===== config.mk =====
export PLATFORM = sky130hd
export DESIGN_NAME = if_id_pipeline_reg_flat
export DESIGN_NICKNAME = d
export VERILOG_FILES = /design/src/rtl/if_id_pipeline_reg_if.sv /design/src/rtl/if_id_pipeline_reg.sv /design/src/flat_wrapper.sv
export SDC_FILE = /design/constraint.sdc
export NUM_CORES = 1
export LEC_CHECK = 0
export CORE_MARGIN = 3
export CORE_UTILIZATION = 25
export DETAILED_ROUTE_END_ITERATION = 6
export PLACE_DENSITY_LB_ADDON = 0.25
export SLEW_MARGIN = 10
export SYNTH_ARGS = -nofsm -noshare
export SYNTH_HDL_FRONTEND = slang
export SYNTH_SLANG_ARGS = --single-unit

===== constraint.sdc =====
create_clock -name clock -period 0.8 [get_ports clock]
set_input_delay 0.12 -clock clock [delete_from_list [all_inputs] [get_ports clock]]
set_output_delay 0.12 -clock clock [all_outputs]
set_load 0.05 [all_outputs]

===== src/rtl/if_id_pipeline_reg_if.sv =====
// IF->ID handshake bundle: fetch-side inputs, hazard controls and the registered
// view presented to decode.
interface if_id_pipeline_reg_if #(
    parameter int DATA_WIDTH = 32
);
    logic [DATA_WIDTH-1:0] next_pc;
    logic [DATA_WIDTH-1:0] instruction;
    logic                  hit;
    logic                  stall;
    logic                  flush;
    logic [DATA_WIDTH-1:0] instruction_out;
    logic [DATA_WIDTH-1:0] next_pc_out;
    logic                  hit_out;
    logic                  valid_out;

    // Fetch/hazard side: drives the stage inputs and observes what decode sees.
    modport master (
        output next_pc, instruction, hit, stall, flush,
        input  instruction_out, next_pc_out, hit_out, valid_out
    );

    // The pipeline register itself.
    modport slave (
        input  next_pc, instruction, hit, stall, flush,
        output instruction_out, next_pc_out, hit_out, valid_out
    );
endinterface


===== src/rtl/if_id_pipeline_reg.sv =====
// IF/ID pipeline register: captures fetch results once per clock, with stall (hold)
// and flush (bubble insert) for hazard handling. All outputs come straight from flops.
module if_id_pipeline_reg #(
    parameter int                    DATA_WIDTH = 32,
    parameter logic [DATA_WIDTH-1:0] NOP_INSTR  = '0
) (
    input  logic                 clock,
    input  logic                 reset_n,
    if_id_pipeline_reg_if.slave  bus
);
    typedef struct packed {
        logic [DATA_WIDTH-1:0] instruction;
        logic [DATA_WIDTH-1:0] next_pc;
        logic                  hit;
        logic                  valid;
    } stage_t;

    localparam stage_t BUBBLE = '{
        instruction: NOP_INSTR,
        next_pc:     '0,
        hit:         1'b0,
        valid:       1'b0
    };

    stage_t stage_q;
    stage_t fetched;

    // A miss is still captured for debug visibility, but flagged as a bubble.
    always_comb begin
        fetched.instruction = bus.instruction;
        fetched.next_pc     = bus.next_pc;
        fetched.hit         = bus.hit;
        fetched.valid       = bus.hit;
    end

    // Flush beats stall. Testing stall positively means an X on either control
    // falls through to a normal load, i.e. is treated as 0.
    // NOTE: sequential state uses non-blocking assignments so every flop samples
    // pre-edge values, regardless of process evaluation order.
    always_ff @(posedge clock or negedge reset_n) begin
        if (!reset_n) begin
            stage_q <= BUBBLE;
        end else if (bus.flush) begin
            stage_q <= BUBBLE;
        end else if (bus.stall) begin
            stage_q <= stage_q;
        end else begin
            stage_q <= fetched;
        end
    end

    assign bus.instruction_out = stage_q.instruction;
    assign bus.next_pc_out     = stage_q.next_pc;
    assign bus.hit_out         = stage_q.hit;
    assign bus.valid_out       = stage_q.valid;
endmodule


===== src/flat_wrapper.sv =====
// flat-port wrapper written by rule: the top's interface ports become plain ports
module if_id_pipeline_reg_flat 
#(
    parameter int                    DATA_WIDTH = 32,
    parameter logic [DATA_WIDTH-1:0] NOP_INSTR  = '0
)
  (clock, reset_n, bus_next_pc, bus_instruction, bus_hit, bus_stall, bus_flush, bus_instruction_out, bus_next_pc_out, bus_hit_out, bus_valid_out);
  if_id_pipeline_reg_if #(.DATA_WIDTH(DATA_WIDTH)) bus_i ();
  input  logic clock;
  input  logic reset_n;
  input wire logic [$bits(bus_i.next_pc)-1:0] bus_next_pc;
  input wire logic [$bits(bus_i.instruction)-1:0] bus_instruction;
  input wire logic [$bits(bus_i.hit)-1:0] bus_hit;
  input wire logic [$bits(bus_i.stall)-1:0] bus_stall;
  input wire logic [$bits(bus_i.flush)-1:0] bus_flush;
  output wire logic [$bits(bus_i.instruction_out)-1:0] bus_instruction_out;
  output wire logic [$bits(bus_i.next_pc_out)-1:0] bus_next_pc_out;
  output wire logic [$bits(bus_i.hit_out)-1:0] bus_hit_out;
  output wire logic [$bits(bus_i.valid_out)-1:0] bus_valid_out;
  assign bus_i.next_pc = bus_next_pc;
  assign bus_i.instruction = bus_instruction;
  assign bus_i.hit = bus_hit;
  assign bus_i.stall = bus_stall;
  assign bus_i.flush = bus_flush;
  assign bus_instruction_out = bus_i.instruction_out;
  assign bus_next_pc_out = bus_i.next_pc_out;
  assign bus_hit_out = bus_i.hit_out;
  assign bus_valid_out = bus_i.valid_out;
  if_id_pipeline_reg #(.DATA_WIDTH(DATA_WIDTH), .NOP_INSTR(NOP_INSTR)) u_core (.clock(clock), .reset_n(reset_n), .bus(bus_i));
endmodule

==> flow_summary.json <==
{
  "status": "finished with violations",
  "violations": "setup timing",
  "antenna_found_initial": 0,
  "cts_max_level": 3,
  "num_antenna_cells": 0,
  "critPathMaxStageDelay_ns": 0.45,
  "insertion_delay_ns": 0.32,
  "place_ws_ns": -0.139,
  "r2r_cells": 3,
  "drv_cap": 0,
  "gp_congestion": 0.699,
  "vias_per_cell": 4.14,
  "netlist_area_um2": 2680,
  "crit_cells": 1,
  "path_class": "flop to output pin",
  "cp-start-kind": "flop",
  "cp_cell_sequence": "buf_12",
  "drive_gt1_share_pct": 44.9,
  "num_vias": 2027,
  "ys_warn_count": 0,
  "hpwl_mm": 5.09,
  "track_usage_pct": 12.2,
  "cts_tree": "built",
  "cp.arrival_ns": 0.93,
  "die_h_um": 109,
  "hp-class": "input port to flop",
  "worst_slack_ns": -0.248,
  "crit_path_max_fanout": 3,
  "numPortBuffers": 134,
  "fmax_mhz": 954,
  "finalMaxSlewViolations": 0,
  "start_util_pct": 25.8,
  "skew_ns": 0,
  "ys_seq_elements": 65,
  "cp_num_buf_inv": 1,
  "fillers": 932,
  "post-route-period-util_pct": 131,
  "slew_headroom_pct": 84.4,
  "drt_pass1_iterations": 4,
  "leakage_nw": 2.27,
  "finalSetupTns_ns": -14.81,
  "syn_inst": 210,
  "avgSynthCellArea_um2": 12.7,
  "clk_pin_slew_worst_paths_ns": 0.07,
  "period_needed_ns": 1.05,
  "wirelength_mm": 6.95,
  "hold_depth": 4,
  "dieArea_um2": 12000,
  "rows": 37,
  "worstMarginPinSlew_ns": 0.234,
  "drcViolationCount": 0,
  "finalPower_w": 0.00878,
  "die_w_um": 109,
  "endpoint_kind": "output pin",
  "core_um2": 10400,
  "grt_first_pass_wirelength_mm": 11.2,
  "cts_buffer_depth": 2,
  "numCtsBuffers": 9,
  "grt_max_degree": 35,
  "hold_viol": 0,
  "grt_pass1_vias": 2185,
  "power_density_nw_per_um2": 1710,
  "routedWlPerCell_um": 14.2,
  "worst_ir_drop_vdd_v": 0.000895,
  "io_pins": 135,
  "rsz0062_at_grt": "yes",
  "cts-root-buf": "clkbuf_8",
  "ant_nets": 0,
  "cts_sinks": 65,
  "setup_viol": 68,
  "grt_overflow": 0,
  "ys_seq_area_share_pct": 60.8,
  "synth_fp_nets": 279,
  "area_delta_synth_final_pct": 91.3,
  "slowest_stage": "dfrtp_2",
  "worstPathRequired_ns": 0.68,
  "first_iter_violations": 54,
  "nNetsFinal": 420,
  "critPathTopFamily": "flip-flops",
  "synth_cell_types": 9
}
## routing by layer
layer  global-route usage, %  vias to the layer above  share of wire (%)
met5                       0                        -                  0
met3                    4.99                        7                9.0
li1                        -                      970                  -
met4                    3.74                        0                1.2
met1                    16.1                      973                 42
met2                    18.3                       77                 48
## layout make-up
type	count	area (um^2)	area share [%]
multi-input cells	130	902	17.6
clock inverters	3	42.5	0.831
clock buffers	11	141	2.76
flip-flops and latches	65	1710	33.4
well taps	136	170	3.33
repair buffers	145	2150	42.1
## cells in the final DEF (no fill, tap or decap)
cell and n:
dfrtp_2 65, clkdlybuf4s50_1 65, bufinv_16 1, nor2_1 65
mux2i_2 2, clkinvlp_4 1, clkinv_2 1, buf_2 2
buf_4 4, mux2i_1 63, clkbuf_1 1, buf_6 1
buf_12 72, clkbuf_8 10, dlygate4sd3_1 1
## worst paths after layout
path / from / to / slack, ns
max reg2reg: u_core.bus.next_pc_out[24] / u_core.bus.next_pc_out[24] / -0.07
max: u_core.bus.hit_out / bus_hit_out / -0.25
max in group asynchronous: reset_n / u_core.bus.instruction_out[9] / 0.26
min reg2reg: u_core.bus.next_pc_out[12] / u_core.bus.next_pc_out[12] / 0.56
min: bus_stall / u_core.bus.next_pc_out[28] / 0.23
min in group asynchronous: reset_n / u_core.bus.next_pc_out[14] / 0.33
## report_power, final
group	switching, W	internal [W]
clock network	0.00117	0.00149
logic	0.00114	0.00127
registers	0.000206	0.00351
total	0.00252	0.00626
## sequential cells by signal, summed over array words and instances (netlist names)
| name | cells |
|---|---|
| u_core.bus.hit_out | 1 |
| u_core.bus.instruction_out | 32 |
| u_core.bus.next_pc_out | 32 |
## kinds of logic after synthesis
| kind of cell | Yosys count | synth area share [%] |
|---|---|---|
| and+or+nand+nor | 65 | 9.12 |
| muxes | 65 | 24.3 |
| DFF | 65 | 60.8 |
| buffers and inverters | 15 | 5.75 |
## cell usage after synthesis
| master | n | area, um^2 |
|---|---|---|
| buf_1 | 4 | 15.0 |
| buf_12 | 5 | 100 |
| clkbuf_1 | 2 | 7.51 |
| nor2_1 | 65 | 244 |
| dfrtp_1 | 65 | 1630 |
| buf_6 | 1 | 11.3 |
| buf_4 | 2 | 15.0 |
| mux2i_1 | 65 | 651 |
| buf_2 | 1 | 5.00 |
## repair_timing
item | 4_1_cts | 5_1_grt
buffers inserted | 1 | 1
hold buffers | 1 | 0
endpoints found under the setup margin | 66 | 71
resized for setup | 0 | 3
gates cloned | 0 | 0
hold endpoints to repair | 65 | 0
pin swaps | 0 | 2
## metrics by stage
step | hold WS, ns | util (%) | std cells | cell area, um^2
after floorplan | -0.176 | - | 210 | 2760
after global placement | 0.146 | 47.2 | 473 | 4900
after detailed placement | 0.152 | 47.2 | 473 | 4900
after CTS | 0.210 | 49.2 | 489 | 5100
after global routing | 0.224 | 49.3 | 490 | 5120
final | 0.231 | 49.3 | 490 | 5120
(Power assumes the default switching activity.)
